`src/rtl/insfetch_iq.sv`:
```
// insfetch_iq: RV32IC fetch unit with a bimodal branch predictor and an
// in-order show-ahead instruction queue feeding the decoder.
module insfetch_iq #(
   parameter int          IQ_DEPTH = 8,
   parameter int          BHT_BITS = 8,
   parameter logic [31:0] RESET_PC = 32'h0
) (
   input  logic                clk_in,
   input  logic                rst_in,
   input  logic                rdy_in,
   output logic [31:0]         out_PC,
   output logic                ask_for,
   input  logic                give_you,
   input  logic [31:0]         g_ins,
   output logic                iq_valid,
   output logic [31:0]         iq_addr,
   output logic [31:0]         iq_ins,
   output logic                iq_pred_jmp,
   output logic [31:0]         iq_alt_pc,
   input  logic                dc_ready,
   input  logic                rob_clear,
   input  logic [31:0]         rob_new_pc,
   input  logic                cancel_stuck,
   input  logic [31:0]         jalr_new_pc,
   input  logic                is_res,
   input  logic [BHT_BITS-1:0] res_pc_part,
   input  logic                res_jmp
);

   localparam int PW    = $clog2(IQ_DEPTH);
   localparam int CW    = PW + 1;
   localparam int BHT_N = 1 << BHT_BITS;

   logic [31:0]   pc_q, pc_d;
   logic          stuck_q, stuck_d;
   logic [CW-1:0] count_q, count_d;
   logic [PW-1:0] head_q, head_d;
   logic [PW-1:0] tail_q, tail_d;

   logic [31:0]   q_addr_q [IQ_DEPTH];
   logic [31:0]   q_ins_q  [IQ_DEPTH];
   logic          q_pred_q [IQ_DEPTH];
   logic [31:0]   q_alt_q  [IQ_DEPTH];

   logic [1:0]    bht_q [BHT_N];

   logic          is_comp, is_jalr, is_jal, is_br;
   logic [31:0]   j_imm, b_imm, cj_imm, cb_imm;
   logic [31:0]   seq_pc, jmp_pc, br_pc;
   logic [BHT_BITS-1:0] bht_idx;
   logic          pred_taken;
   logic          enq_pred;
   logic [31:0]   enq_alt, fetch_pc;
   logic          fetch_stuck;
   logic          enq, deq;
   logic          bht_we;
   logic [1:0]    bht_cur, bht_wdata;

   // Decode the instruction arriving from inscache and pick its successor PC.
   always_comb begin
      is_comp = (g_ins[1:0] != 2'b11);
      j_imm   = {{12{g_ins[31]}}, g_ins[19:12], g_ins[20], g_ins[30:21], 1'b0};
      b_imm   = {{20{g_ins[31]}}, g_ins[7], g_ins[30:25], g_ins[11:8], 1'b0};
      cj_imm  = {{21{g_ins[12]}}, g_ins[8], g_ins[10:9], g_ins[6], g_ins[7],
                 g_ins[2], g_ins[11], g_ins[5:3], 1'b0};
      cb_imm  = {{24{g_ins[12]}}, g_ins[6:5], g_ins[2], g_ins[11:10], g_ins[4:3], 1'b0};

      if (is_comp) begin
         is_jalr = (g_ins[1:0] == 2'b10) && (g_ins[15:13] == 3'b100) && (g_ins[6:2] == 5'b0);
         is_jal  = (g_ins[1:0] == 2'b01) && (g_ins[14:13] == 2'b01);
         is_br   = (g_ins[1:0] == 2'b01) && (g_ins[15:14] == 2'b11);
      end else begin
         is_jalr = (g_ins[6:0] == 7'b1100111);
         is_jal  = (g_ins[6:0] == 7'b1101111);
         is_br   = (g_ins[6:0] == 7'b1100011);
      end

      seq_pc     = pc_q + (is_comp ? 32'd2 : 32'd4);
      jmp_pc     = pc_q + (is_comp ? cj_imm : j_imm);
      br_pc      = pc_q + (is_comp ? cb_imm : b_imm);
      bht_idx    = pc_q[BHT_BITS:1];
      pred_taken = bht_q[bht_idx][1];

      enq_pred    = 1'b0;
      enq_alt     = seq_pc;
      fetch_pc    = seq_pc;
      fetch_stuck = 1'b0;
      if (is_jalr) begin
         fetch_pc    = pc_q;
         fetch_stuck = 1'b1;
      end else if (is_jal) begin
         fetch_pc = jmp_pc;
      end else if (is_br) begin
         enq_pred = pred_taken;
         fetch_pc = pred_taken ? br_pc : seq_pc;
         enq_alt  = pred_taken ? seq_pc : br_pc;
      end
   end

   // Queue handshakes, PC/stuck/pointer next state, and predictor update value.
   always_comb begin
      enq     = rdy_in && !rob_clear && give_you && ask_for;
      deq     = rdy_in && !rob_clear && iq_valid && dc_ready;
      pc_d    = pc_q;
      stuck_d = stuck_q;
      count_d = count_q;
      head_d  = head_q;
      tail_d  = tail_q;

      if (rdy_in) begin
         if (rob_clear) begin
            pc_d    = rob_new_pc;
            stuck_d = 1'b0;
            count_d = '0;
            head_d  = '0;
            tail_d  = '0;
         end else begin
            // A pending jalr blocks fetch, so redirect and enqueue never collide.
            if (stuck_q && cancel_stuck) begin
               pc_d    = jalr_new_pc;
               stuck_d = 1'b0;
            end
            if (enq) begin
               pc_d    = fetch_pc;
               stuck_d = fetch_stuck;
               tail_d  = tail_q + PW'(1);
            end
            if (deq) begin
               head_d = head_q + PW'(1);
            end
            if (enq && !deq) begin
               count_d = count_q + CW'(1);
            end else if (!enq && deq) begin
               count_d = count_q - CW'(1);
            end
         end
      end

      bht_we  = rdy_in && is_res;
      bht_cur = bht_q[res_pc_part];
      if (res_jmp) begin
         bht_wdata = (bht_cur == 2'b11) ? 2'b11 : bht_cur + 2'b01;
      end else begin
         bht_wdata = (bht_cur == 2'b00) ? 2'b00 : bht_cur - 2'b01;
      end
   end

   // Fetch control state and queue pointers.
   always_ff @(posedge clk_in or posedge rst_in) begin
      if (rst_in) begin
         pc_q    <= RESET_PC;
         stuck_q <= 1'b0;
         count_q <= '0;
         head_q  <= '0;
         tail_q  <= '0;
      end else begin
         pc_q    <= pc_d;
         stuck_q <= stuck_d;
         count_q <= count_d;
         head_q  <= head_d;
         tail_q  <= tail_d;
      end
   end

   // Queue storage; stale entries are masked at the head, so no reset needed.
   always_ff @(posedge clk_in) begin
      if (enq) begin
         q_addr_q[tail_q] <= pc_q;
         q_ins_q[tail_q]  <= g_ins;
         q_pred_q[tail_q] <= enq_pred;
         q_alt_q[tail_q]  <= enq_alt;
      end
   end

   // Bimodal counters start weakly taken; lookups this cycle see the old value.
   always_ff @(posedge clk_in or posedge rst_in) begin
      if (rst_in) begin
         for (int i = 0; i < BHT_N; i++) begin
            bht_q[i] <= 2'b10;
         end
      end else if (bht_we) begin
         bht_q[res_pc_part] <= bht_wdata;
      end
   end

   // Outputs derive from registered state only.
   always_comb begin
      out_PC      = pc_q;
      ask_for     = !stuck_q && (count_q < CW'(IQ_DEPTH));
      iq_valid    = (count_q != '0);
      iq_addr     = iq_valid ? q_addr_q[head_q] : 32'h0;
      iq_ins      = iq_valid ? q_ins_q[head_q]  : 32'h0;
      iq_pred_jmp = iq_valid ? q_pred_q[head_q] : 1'b0;
      iq_alt_pc   = iq_valid ? q_alt_q[head_q]  : 32'h0;
   end

endmodule

```
`config.mk`:
```
export PLATFORM = sky130hd
export DESIGN_NAME = insfetch_iq
export DESIGN_NICKNAME = d
export VERILOG_FILES = /design/src/rtl/insfetch_iq.sv
export SDC_FILE = /design/constraint.sdc
export NUM_CORES = 2
export LEC_CHECK = 0
export BUFFER_PORTS_ARGS = -buffer_cell sky130_fd_sc_hd__buf_4
export CORE_UTILIZATION = 35
export DETAILED_ROUTE_END_ITERATION = 8
export GPL_TIMING_DRIVEN = 0
export SYNTH_ARGS = -nofsm -noshare
export SYNTH_HDL_FRONTEND = slang
export SYNTH_SLANG_ARGS = --single-unit
```
`constraint.sdc`:
```
create_clock -name clk_in -period 20.6 [get_ports clk_in]
set_clock_uncertainty 0.1 [all_clocks]
set_input_delay 2.06 -clock clk_in [delete_from_list [all_inputs] [get_ports clk_in]]
set_output_delay 2.06 -clock clk_in [all_outputs]
set_load 0.01 [all_outputs]
```
==> impl_summary.txt <==
----------------------------------------------------
[Job]
  MaxCap Viol Count ... 3

[Global route]
  Global routing usage on met2 ... between 30 and 40%
  Global routing usage summed across all routing layers ... between 20% and 30%
  First-pass GRT wire length ... 288500 um
  Grt peak-use layer ... met2
  Met3 Usage GRT ... under 10%
  Met1 Resource Use GR ... 28.83%
  Pin count of the biggest net entering global routing ... 123
  Aggregate global routing overflow ... 0
  Number of antenna violations at the first check in global routing ... 7
  Via count of the first global-routing pass ... 41450

[Worst setup path]
  Type of element launching the critical path ... register
  Critical path data arrival time ... 8160 ps
  R2R depth ... 12
  Top fanout value on the critical path ... 12
  Kind of end point of the critical path ... register
  R2R Path End ... q_alt_q[0][17]
  Data required time at the worst endpoint ... 20940 ps
  Setup CP Type ... register to register
  Origin of the critical flop-to-flop path ... out_PC[3]
  Worst R2R Setup Slack ... between 10000 and 15000 ps

[Clock tree]
  Clock Sinks ... between 1000 and 1500
  Hold Buf Count CTS ... 0
  Clk slew on worst S/H paths ... 70 ps
  Buffer count from post-CTS setup fixing ... 0
  Total clock buffers created by CTS ... 137
  Number of resized instances in the post-cts repair step ... 0
  Number of levels the H-tree was split into ... 4
  CTS root buf ... sky130_fd_sc_hd__clkbuf_16
  CTS max path bufs ... 3
  Clock latency at the later pin of the worst-skew pair ... 800 ps
  CTS tree ... built

[STA]
  Worst Max-Slew Pin Slew ... 1591 ps
  Worst hold slack across all endpoints ... 368.4 ps
  Number of hold-slack violations in the final timing report ... 0
  Final setup vio count ... 0
  RSZ-0062 raised after global routing ... no
  Share of the clock period used by the worst path after layout ... 37.97%
  Slew Viols, Final ... 33
  Worst-case headroom to the max-slew limit ... -6.051%
  Final critical delay including setup and external delays ... 7822 ps
  Slack of the critical path ... 12780 ps
  Fmax ... between 0.1 and 0.15 GHz
  Accumulated negative setup slack ... 0 ps

[Final layout]
  Most frequent standard cell in the layout excluding fill and tap cells ... sky130_fd_sc_hd__nand2_1
  Layout net count ... 5199
  Share of final-layout standard cells stronger than drive strength 1 ... a little over a quarter
  Final Non-Filler Cells ... 7467
  FILL cells ... 16010
  Commonest cells after routing, fill and taps aside ... sky130_fd_sc_hd__nand2_1, sky130_fd_sc_hd__edfxtp_1, sky130_fd_sc_hd__mux4_2, sky130_fd_sc_hd__o21ai_1, sky130_fd_sc_hd__buf_4
  Finished Core Util ... 41.26%
  Post-route standard cell area excluding fillers ... 71800 um^2
  Layout Area Growth over Synthesis ... 17.09%

[Run status]
  Violated checks ... max-capacitance violations, max-slew violations
  Result of the run ... finished, violations left

[Placement]
  HPWL after detailed placement ... 144400 um
  Routability-driven placement congestion ratio ... 0.9452
  Worst setup slack before clock tree synthesis ... 11930 ps
  # port buffers ... around 240
  Area after DPL ... slightly below 70000 um^2
  # placed instances ... 7210

[Power and ir drop]
  Fraction of power spent switching nets ... between 30% and 40%
  Switching power summed over all nets ... 2.250 mW
  Total power after layout ... 7.281 mW
  Internal Dissipation ... about 5.0 mW
  Cell leakage power ... 24.79 nW
  Part of the power in combinational logic ... 23.8%
  Power density over the cells ... 101.4 nW/um^2
  Worst-case vdd ir drop ... around 0.000066 V
  Register share of total power ... 41.7%
  Clock share of power ... 34.5%

[Synthesis]
  Post-synthesis share of cell area spent on full adders, half adders and majority gates ... 1.294%
  Top cell type's share of synthesized area ... 37.61%
  Mapped Nets ... 4712
  Seq cells post-synth ... around 1300
  Cell taking the most area after synthesis ... sky130_fd_sc_hd__edfxtp_1
  Post-Synth XOR/XNOR Area ... under 10%
  Share of synthesized area spent on multiplexers ... 18.04%
  Simple logic cell fraction of the synthesized area ... 8.808%
  Syn_area_per_cell ... 13.51 um^2
  Library cells used by synthesis ... 74
  Synth top area cells ... sky130_fd_sc_hd__edfxtp_1, sky130_fd_sc_hd__mux4_2, sky130_fd_sc_hd__dfrtp_1
  Top_reg_cell synth ... sky130_fd_sc_hd__edfxtp_1
  Gate Count Post-Synth ... 4539
  Number of flops mapped to enable cells by yosys ... 768
  Yosys warnings ... 0
  Summed instance area of the synthesized netlist ... 61320 um^2
  Part of the Yosys area used for sequential elements ... between 60 and 70%
  Post-synthesis compound-gate area fraction ... 7.766%
  Dominant combinational cell family by area after synthesis ... multiplexers
  Fraction of synthesis flops using an asynchronous set or reset pin ... a little over two fifths

[Min path]
  Hold path endpoint ... bht_q[473]
  Classification of the worst-slack hold path ... register to register
  Launch point of the worst hold path ... bht_q[473]
  Count of cells along the worst hold path ... 2

[Floorplan]
  Number of I/O pins ... around 240
  X dimension of the die ... roughly 420 um
  Core area ... 174000 um^2
  Site row count ... 153
  Height of the die ... 420.6 um
  Initial core utilization ... roughly a third
  Total die area ... 176900 um^2

[Route]
  Via count ... 41620
  Wire length per cell after detailed routing ... 26.70 um
  Post-detailed-route count of antenna-violating nets ... 0
  Detailed-route vias per instance ... roughly 5.6
  Final routed DRC violation total ... 0
  Number of detailed-routing iterations run before antenna repair ... 6
  Total wirelength of the detailed-routed design ... 199400 um
  First DRT Iteration DRCs ... between 4000 and 5000

----------------------------------------------------
==> worst max-delay path by stage <==
| stage | start | end | slack (ps) | cells after the start |
|---|---|---|---|---|
| 5_1_grt | out_PC[3] | q_alt_q[4][17] | 12950 | 12 |
| 6_report | out_PC[3] | q_alt_q[0][17] | 12780 | 12 |
| 3_3_place_gp | rdy_in | q_addr_q[1][6] | -3660 | 4 |
| 4_1_cts | g_ins[1] | q_alt_q[3][27] | 12750 | 18 |
| 2_1_floorplan | rst_in | bht_q[0] | 3340 | 1 |
| 3_5_place_dp | g_ins[1] | q_alt_q[3][27] | 11930 | 18 |
==> flip-flops by register name, indices dropped and copies added (netlist names), 3 cells and up <==
| register | count |
|---|---|
| out_PC | 32 |
| q_alt_q | 248 |
| head_q | 3 |
| q_ins_q | 256 |
| bht_q | 512 |
| q_addr_q | 256 |
| q_pred_q | 8 |
| count_q | 4 |
| tail_q | 3 |
==> per-layer routing <==
layer | vias up | routed length [um]
met2 | 1726 | 96300
met1 | 21350 | 78710
met3 | 407 | 14720
met5 | - | 41
met4 | 6 | 9636
li1 | 18130 | -
==> cell type report <==
class	count	area [um^2]	area share, %
Antenna cell	2	5.005	0.006970
Buffer	277	1207	1.682
Clock buffer	192	3789	5.276
Clock inverter	61	742.0	1.033
Inverter	27	108.9	0.1516
Multi-Input combinational cell	2912	22800	31.76
Sequential cell	1323	37270	51.91
Tap cell	2325	2909	4.051
Timing Repair Buffer	348	2967	4.132
==> cell usage after synthesis (13+ instances only) <==
library cell	number
sky130_fd_sc_hd__o211ai_1	14
sky130_fd_sc_hd__xnor2_1	42
sky130_fd_sc_hd__a21o_1	25
sky130_fd_sc_hd__a211oi_1	21
sky130_fd_sc_hd__nor2_1	239
sky130_fd_sc_hd__edfxtp_1	768
sky130_fd_sc_hd__mux2_2	19
sky130_fd_sc_hd__nor3_1	32
sky130_fd_sc_hd__xor2_1	41
sky130_fd_sc_hd__dfstp_2	256
sky130_fd_sc_hd__buf_4	18
sky130_fd_sc_hd__nand4_1	19
sky130_fd_sc_hd__o21ai_0	255
sky130_fd_sc_hd__mux4_2	411
sky130_fd_sc_hd__buf_2	72
sky130_fd_sc_hd__ha_1	57
sky130_fd_sc_hd__nand2_1	914
sky130_fd_sc_hd__a22oi_1	22
sky130_fd_sc_hd__nand2b_1	13
sky130_fd_sc_hd__o21ai_1	334
sky130_fd_sc_hd__a31oi_1	15
sky130_fd_sc_hd__clkbuf_1	146
sky130_fd_sc_hd__buf_1	40
sky130_fd_sc_hd__dfrtp_1	299
sky130_fd_sc_hd__a21oi_1	85
sky130_fd_sc_hd__mux2i_1	159
sky130_fd_sc_hd__nor2b_1	18
sky130_fd_sc_hd__inv_1	26
sky130_fd_sc_hd__nand3_1	31
==> cells by family after synthesis <==
group,count (synthesis)
simple gates,1327
flops,1323
compound gates,851
mux,589
buf+inv,304
xor+xnor,83
fa+ha+maj,62
==> critical path, stage by stage (launching register included) <==
cell                        delay, ps
sky130_fd_sc_hd__dfrtp_1          630
sky130_fd_sc_hd__buf_2            340
sky130_fd_sc_hd__clkbuf_1         630
sky130_fd_sc_hd__clkbuf_1        1130
sky130_fd_sc_hd__nor2_1           530
sky130_fd_sc_hd__a22oi_1          310
sky130_fd_sc_hd__nand4_1          200
sky130_fd_sc_hd__a2111oi_0        920
sky130_fd_sc_hd__a41oi_1          330
sky130_fd_sc_hd__mux2_2           460
sky130_fd_sc_hd__nor2_2           500
sky130_fd_sc_hd__buf_2            470
sky130_fd_sc_hd__mux2i_1          900
==> power groups by stage <==
stage               clock network (mW)  logic [mW]  registers (mW)
detailed placement                   0        1.74            3.09
finish                            2.51        1.73            3.04
floorplan                            0       0.992            3.05
CTS                               2.54        1.75            3.04
global placement                     0        1.71            3.09
global route                      2.65        1.86            3.04
Power figures use the tool's default switching activity.
